[config.mk]
export PLATFORM = sky130hd
export DESIGN_NAME = data_pack
export DESIGN_NICKNAME = d
export VERILOG_FILES = /design/src/rtl/data_pack_pkg.sv /design/src/rtl/data_pack_datapath.sv /design/src/rtl/data_pack.sv
export SDC_FILE = /design/constraint.sdc
export NUM_CORES = 1
export LEC_CHECK = 0
export ABC_AREA = 0
export BUFFER_PORTS_ARGS = -buffer_cell sky130_fd_sc_hd__buf_4
export CAP_MARGIN = 20
export CORE_MARGIN = 5
export CORE_UTILIZATION = 25
export CTS_BUF_LIST = sky130_fd_sc_hd__clkbuf_4 sky130_fd_sc_hd__clkbuf_8 sky130_fd_sc_hd__clkbuf_16
export CTS_CLUSTER_DIAMETER = 60
export DETAILED_ROUTE_END_ITERATION = 7
export SYNTH_ARGS = -nofsm -noshare
export SYNTH_HDL_FRONTEND = slang
export SYNTH_HIERARCHICAL = 1
export SYNTH_SLANG_ARGS = --single-unit
[constraint.sdc]
create_clock -name clk -period 5 [get_ports clk]
set_clock_uncertainty 0.15 [all_clocks]
set_input_delay 0.5 -clock clk [delete_from_list [all_inputs] [get_ports clk]]
set_output_delay 0.5 -clock clk [all_outputs]
set_load 0.1 [all_outputs]
[src/rtl/data_pack_pkg.sv]
// data_pack_pkg: shared definitions for the 7-bit to 32-bit packer.
//   state_t     packer FSM states (IDLE, PACK, FLUSH)
//   DEFAULT_*   default value / word widths
//   pad_mask()  mask with bits [n-1:0] set, used to zero-pad partial words
package data_pack_pkg;

  localparam int DEFAULT_IN_W  = 7;
  localparam int DEFAULT_OUT_W = 32;

  // pad_mask works on a fixed wide vector; callers slice to their width.
  localparam int MASK_W   = 64;
  localparam int MASK_N_W = 7;

  typedef enum logic [1:0] {
    IDLE  = 2'd0,
    PACK  = 2'd1,
    FLUSH = 2'd2
  } state_t;

  // Bits below n are kept, bits at and above n are cleared.
  function automatic logic [MASK_W-1:0] pad_mask(input logic [MASK_N_W-1:0] n);
    return ~({MASK_W{1'b1}} << n);
  endfunction

endpackage

[src/rtl/data_pack_datapath.sv]
// data_pack_datapath: bit accumulator for the packer.
// Holds acc (partial word plus overflow) and cnt (number of valid bits in acc).
//   data_in     value to insert at bit cnt
//   restart     treat acc/cnt as empty (first value of a packet)
//   pack_value  insert data_in this cycle
//   is_eop      the inserted value closes the packet
//   do_flush    emit the overflow remainder left by an eop
//   word_valid  a word is produced this cycle (word_data / word_last)
//   need_flush  the eop value overflowed; a FLUSH cycle must follow
module data_pack_datapath
  import data_pack_pkg::*;
#(
  parameter int IN_W  = DEFAULT_IN_W,
  parameter int OUT_W = DEFAULT_OUT_W
) (
  input  logic             clk,
  input  logic             rst,
  input  logic [IN_W-1:0]  data_in,
  input  logic             restart,
  input  logic             pack_value,
  input  logic             is_eop,
  input  logic             do_flush,
  output logic             word_valid,
  output logic [OUT_W-1:0] word_data,
  output logic             word_last,
  output logic             need_flush
);

  localparam int ACC_W = OUT_W + IN_W - 1;
  localparam int CNT_W = $clog2(OUT_W);
  localparam int N_W   = $clog2(OUT_W + IN_W);

  localparam logic [N_W-1:0] OUT_W_N = N_W'(OUT_W);
  localparam logic [N_W-1:0] IN_W_N  = N_W'(IN_W);

  logic [ACC_W-1:0] acc, acc_d;
  logic [CNT_W-1:0] cnt, cnt_d;

  logic [CNT_W-1:0] base_cnt;
  logic [ACC_W-1:0] base_acc;
  logic [ACC_W-1:0] merged;
  logic [N_W-1:0]   n;
  logic [OUT_W-1:0] mask_n;
  logic [OUT_W-1:0] mask_cnt;

  // The first value of a packet always lands at bit 0 of an empty accumulator.
  assign base_cnt = restart ? '0 : cnt;
  assign base_acc = restart ? '0 : acc;

  assign merged   = (base_acc & ACC_W'(pad_mask(MASK_N_W'(base_cnt))))
                  | (ACC_W'(data_in) << base_cnt);
  assign n        = N_W'(base_cnt) + IN_W_N;
  assign mask_n   = OUT_W'(pad_mask(MASK_N_W'(n)));
  assign mask_cnt = OUT_W'(pad_mask(MASK_N_W'(cnt)));

  always_comb begin
    // NOTE: every output of this block gets a value before any branch, so no
    // path leaves one unassigned and no latch is inferred.
    word_valid = 1'b0;
    word_data  = '0;
    word_last  = 1'b0;
    need_flush = 1'b0;
    acc_d      = acc;
    cnt_d      = cnt;

    if (do_flush) begin
      word_valid = 1'b1;
      word_data  = acc[OUT_W-1:0] & mask_cnt;
      word_last  = 1'b1;
      acc_d      = '0;
      cnt_d      = '0;
    end else if (pack_value) begin
      if (is_eop && (n <= OUT_W_N)) begin
        // Packet fits in this word: zero the unused upper bits and close it.
        word_valid = 1'b1;
        word_data  = merged[OUT_W-1:0] & mask_n;
        word_last  = 1'b1;
        acc_d      = '0;
        cnt_d      = '0;
      end else if (is_eop) begin
        // Eop overflowed: send the full word now, remainder goes out in FLUSH.
        word_valid = 1'b1;
        word_data  = merged[OUT_W-1:0];
        need_flush = 1'b1;
        acc_d      = merged >> OUT_W;
        cnt_d      = CNT_W'(n - OUT_W_N);
      end else if (n >= OUT_W_N) begin
        word_valid = 1'b1;
        word_data  = merged[OUT_W-1:0];
        acc_d      = merged >> OUT_W;
        cnt_d      = CNT_W'(n - OUT_W_N);
      end else begin
        acc_d      = merged;
        cnt_d      = CNT_W'(n);
      end
    end
  end

  // NOTE: the accumulator is a plain register, not a memory, and a mid-packet
  // reset must discard it, so it is reset together with cnt.
  always_ff @(posedge clk) begin
    if (rst) begin
      acc <= '0;
      cnt <= '0;
    end else begin
      acc <= acc_d;
      cnt <= cnt_d;
    end
  end

endmodule

[src/rtl/data_pack.sv]
// data_pack: packs a framed stream of IN_W-bit values into LSB-first
// OUT_W-bit words; the last word of a packet is zero-padded.
//   clk, rst                      clock, synchronous active-high reset
//   valid_in/ready_out            input handshake (transfer on both high)
//   data_in, sop_in, eop_in       input value and packet framing
//   valid_out/ready_in            output handshake (transfer on both high)
//   data_out, sop_out, eop_out    registered output word and framing
//   err_out                       one-cycle pulse: sop seen inside a packet
module data_pack
  import data_pack_pkg::*;
#(
  parameter int IN_W  = DEFAULT_IN_W,
  parameter int OUT_W = DEFAULT_OUT_W
) (
  input  logic             clk,
  input  logic             rst,
  output logic             ready_out,
  input  logic             valid_in,
  input  logic [IN_W-1:0]  data_in,
  input  logic             sop_in,
  input  logic             eop_in,
  input  logic             ready_in,
  output logic             valid_out,
  output logic [OUT_W-1:0] data_out,
  output logic             sop_out,
  output logic             eop_out,
  output logic             err_out
);

  state_t state, state_d;
  logic   first;

  logic             out_free;
  logic             accept;
  logic             restart;
  logic             pack_value;
  logic             do_flush;
  logic             sop_flag;
  logic             word_valid;
  logic [OUT_W-1:0] word_data;
  logic             word_last;
  logic             need_flush;

  // Output register can take a new word when empty or being drained now.
  assign out_free   = !valid_out || ready_in;
  assign ready_out  = (state != FLUSH) && out_free;
  assign accept     = valid_in && ready_out;
  assign restart    = (state == IDLE);
  // Out of packet only a sop value is packed; anything else is dropped.
  assign pack_value = accept && ((state == PACK) || ((state == IDLE) && sop_in));
  assign do_flush   = (state == FLUSH) && out_free;
  assign sop_flag   = restart || first;

  data_pack_datapath #(
    .IN_W  (IN_W),
    .OUT_W (OUT_W)
  ) u_datapath (
    .clk        (clk),
    .rst        (rst),
    .data_in    (data_in),
    .restart    (restart),
    .pack_value (pack_value),
    .is_eop     (eop_in),
    .do_flush   (do_flush),
    .word_valid (word_valid),
    .word_data  (word_data),
    .word_last  (word_last),
    .need_flush (need_flush)
  );

  always_comb begin
    state_d = state;
    if (pack_value) begin
      if (need_flush)  state_d = FLUSH;
      else if (eop_in) state_d = IDLE;
      else             state_d = PACK;
    end else if (do_flush) begin
      state_d = IDLE;
    end
  end

  // NOTE: sequential state uses non-blocking assignments so every register
  // samples pre-edge values regardless of block ordering.
  always_ff @(posedge clk) begin
    if (rst) state <= IDLE;
    else     state <= state_d;
  end

  always_ff @(posedge clk) begin
    if (rst) begin
      valid_out <= 1'b0;
      data_out  <= '0;
      sop_out   <= 1'b0;
      eop_out   <= 1'b0;
      err_out   <= 1'b0;
      first     <= 1'b0;
    end else begin
      // A sop inside a packet is packed as data and flagged a cycle later.
      err_out <= accept && sop_in && (state == PACK);
      if (word_valid) begin
        valid_out <= 1'b1;
        data_out  <= word_data;
        sop_out   <= sop_flag;
        eop_out   <= word_last;
        first     <= 1'b0;
      end else begin
        if (pack_value && restart) first <= 1'b1;
        if (ready_in) begin
          valid_out <= 1'b0;
          data_out  <= '0;
          sop_out   <= 1'b0;
          eop_out   <= 1'b0;
        end
      end
    end
  end

endmodule

==> impl_metrics.py <==
metrics = {
    "grt": {
        "track_usage_pct": 16.3,
        "antenna_found_initial": 1,
        "grt_pass1_vias": 5241,
        "grt_max_degree": 44,
        "grt_pass1_wl_um": 30900,
        "overflow": 0,
    },
    "timing": {
        "slew_violations": 0,
        "fmax_mhz": 268,
        "finalCritPeriodShare_pct": 74.6,
        "slew_headroom_pct": 40.7,
        "final_hold_viol_count": 0,
        "hold_slack_ns": 0.309,
        "fin_crit_ns": 3.73,
        "tns_ns": 0,
        "rsz0062_at_grt": "false",
        "worstMarginPinSlew_ns": 0.889,
        "setup_violations": 0,
        "timing.final.ws_setup_ns": 1.27,
    },
    "critical_path": {
        "endpoint_kind": "register",
        "reg2reg_slack_ns": 1.27,
        "critPathLaunchType": "register",
        "cpMaxStageDelayCell": "nor2_2",
        "crit_top_cell": "inv_1",
        "path_class": "register to register",
        "cp_data_required_time_ns": 5.10,
        "cp_max_fo": 14,
        "timing.rr.end": "u_datapath/acc[4]$_SDFFE_PP0P_",
        "crit_buf_inv": 2,
        "cp.arrival_ns": 3.83,
        "crit_family": "simple AND/OR/NAND/NOR gates",
        "worstPathCellList": "nor2_2 > and2b_1 > inv_1 > ha_1 > nand2b_1 > inv_1 > o21ai_0 > and2_1 > nand2_1 > o311ai_1",
        "r2r-start": "state[1]$_SDFFE_PP0P_",
        "max_stage_delay_ns": 0.53,
        "reg2regPathDepth": 10,
    },
    "place": {
        "io_buffers": 49,
        "dp_cells": 972,
        "place_ws_ns": 1.41,
        "dpl_cell_area_mm2": 0.00569,
        "detailed_place_hpwl_um": 13900,
        "gp_congestion": 1.01,
    },
    "hold_path": {
        "min_to": "u_datapath/acc[26]$_SDFFE_PP0P_",
        "holdPathStages": 2,
        "min_from": "u_datapath/acc[26]$_SDFFE_PP0P_",
        "hp-class": "register to register",
    },
    "cts": {
        "postCtsSetupBuffers": 0,
        "post_cts_resized": 0,
        "cts_tree": "yes",
        "ctsHoldBuffers": 0,
        "clock_latency_ns": 0.34,
        "cts_buffers": 9,
        "clockBufferDepth": 2,
        "cts_sinks": 75,
        "clk_pin_slew_worst_paths_ns": 0.06,
        "htree_levels": 3,
        "root_buffer": "clkbuf_16",
    },
    "cells_and_area": {
        "multi_input_area_mm2": 0.00331,
        "drive_gt1_share_pct": 16.9,
        "design_area_mm2": 0.00596,
        "diodes": 0,
        "final_cells": 987,
        "ff_latch_area_mm2": 0.00150,
        "fill_cells": 2263,
        "post-route-util_pct": 29.4,
        "layout_commonest_cell": "nor2_1",
        "fin_nets": 729,
        "most-common-layout-cells": "nor2_1 (80), a21oi_1 (76), dfxtp_1 (75)",
        "syn2layout_area_growth_pct": 15.4,
    },
    "power": {
        "p_leak_nw": 2.02,
        "ir_drop_uv": 184,
        "power_density_mw_per_mm2": 242,
        "p_total_mw": 1.44,
    },
    "logic_synthesis": {
        "ys_seq_area_share_pct": 29.1,
        "synth_edf_count": 0,
        "syn_nets": 716,
        "synth_top_area_share_pct": 29.1,
        "yosys_warnings": 6,
        "synthDistinctLibCells": 87,
        "synthTopCellsByArea": "dfxtp_1 (29%), a21oi_1 (7.4%), nor2_1 (5.9%), o21ai_0 (5.7%), nor3b_1 (5.2%)",
        "async_flop_share_pct": 0,
        "synth.avg_cell_area_um2": 7.38,
        "ys_seq_elements": 75,
        "ys.flop_type": "dfxtp_1",
        "postSynthCellCount": 700,
        "yosys.area.top_type": "dfxtp_1",
        "synth.cell_area_mm2": 0.00516,
    },
    "detailed_routing": {
        "routed.top_layer": "met5",
        "wl_met2_um": 8490,
        "route.met3.wl_um": 1980,
        "firstDrtPassIters": 6,
        "drt-met1-wl_um": 8630,
        "wirelength_um": 19900,
        "wire_per_inst_um": 20.2,
        "viasPerCell": 5.72,
        "ant_nets": 0,
        "dr_total_vias": 5647,
        "drtIter0Drc": 948,
        "drc": 0,
    },
    "die": {
        "io_pins": 50,
        "fp.coreArea_mm2": 0.0203,
        "fp.dieH_um": 154,
        "start_util_pct": 25.4,
        "core.rowCount": 52,
        "die_area_mm2": 0.0236,
        "die_w_um": 154,
    },
    "flow_run": {
        "cap_viol_max_count": 0,
    },
    "run_status": {
        "outcome": "complete, no violations",
    },
}
## area by class of cell
class                      instances  share of cell area, %
clock buffer                      13                   4.39
sequential                        75                   25.2
clock inverter                     2                  0.210
tap                              270                   5.67
timing repair buffer              63                   7.94
inverter                          16                   1.01
multi-input combinational        548                   55.6
## registers in the layout (all words and copies together), names as in the netlist
signal and cells:
state 2, u_datapath/acc 31, eop_out 1, u_datapath/cnt 5, valid_out 1, err_out 1, data_out 32, sop_out 1
first 1
## cell families (layout without fill, tap and decap cells)
family	Yosys count	in the layout	share of synthesized area, %
AO/OA/AOI/OAI	245	245	30.5
buffers and inverters	77	94	6.86
AND/OR/NAND/NOR	284	284	29.3
adder cells (fa/ha/maj)	4	4	0.921
multiplexers	15	15	3.39
flip-flops	75	75	29.1
## Yosys cell counts (4+ instances only)
library cell  number
a21oi_1           76
a22o_1             4
a22oi_1            7
a31oi_1            4
a32o_1             4
and2_1             6
and3_1             4
buf_1              4
buf_2             22
buf_4              4
clkbuf_1          28
dfxtp_1           75
inv_1             15
mux2_2             6
mux2i_1            7
nand2_1           67
nand2b_1          12
nand3_1           16
nand3b_1           4
nand4_1            4
nor2_1            81
nor2b_1            9
nor3_1             9
nor3b_1           36
o211ai_1           7
o21a_1             4
o21ai_0           59
o22ai_1           16
o31ai_1           14
o32ai_1            8
or2_2             10
or3_1              4
## report_power, final
group	internal [mW]	total [mW]	switching (mW)
sequential	0.603	0.610	0.00676
clock	0.363	0.610	0.248
combinational	0.0659	0.220	0.154
total	1.03	1.44	0.408
## metal layers
layer / global-route usage (%) / up-vias
met5: 0 / -
met4: 6.06 / 2
met3: 3.93 / 74
met2: 23.7 / 333
met1: 23.1 / 2663
li1: - / 2575
## tightest hold or removal path, cell delays in order (launching register included)
cell and delay (ns):
dfxtp_1 0.32, nand2_1 0.05, o31ai_1 0.05
## worst max path at each step
stage / start / to / slack (ns) / depth (start not counted)
2_1_floorplan: state[1]$_SDFFE_PP0P_ / u_datapath/acc[3]$_SDFFE_PP0P_ / 1.76 / 14
3_3_place_gp: ready_in / data_out[0]$_SDFFE_PP0P_ / 1.45 / 11
3_5_place_dp: ready_in / data_out[0]$_SDFFE_PP0P_ / 1.41 / 11
4_1_cts: state[1]$_SDFFE_PP0P_ / u_datapath/acc[3]$_SDFFE_PP0P_ / 1.47 / 10
5_1_grt: state[1]$_SDFFE_PP0P_ / u_datapath/acc[4]$_SDFFE_PP0P_ / 1.03 / 10
6_report: state[1]$_SDFFE_PP0P_ / u_datapath/acc[4]$_SDFFE_PP0P_ / 1.27 / 10
No activity file was read; power rests on OpenSTA's default activity.
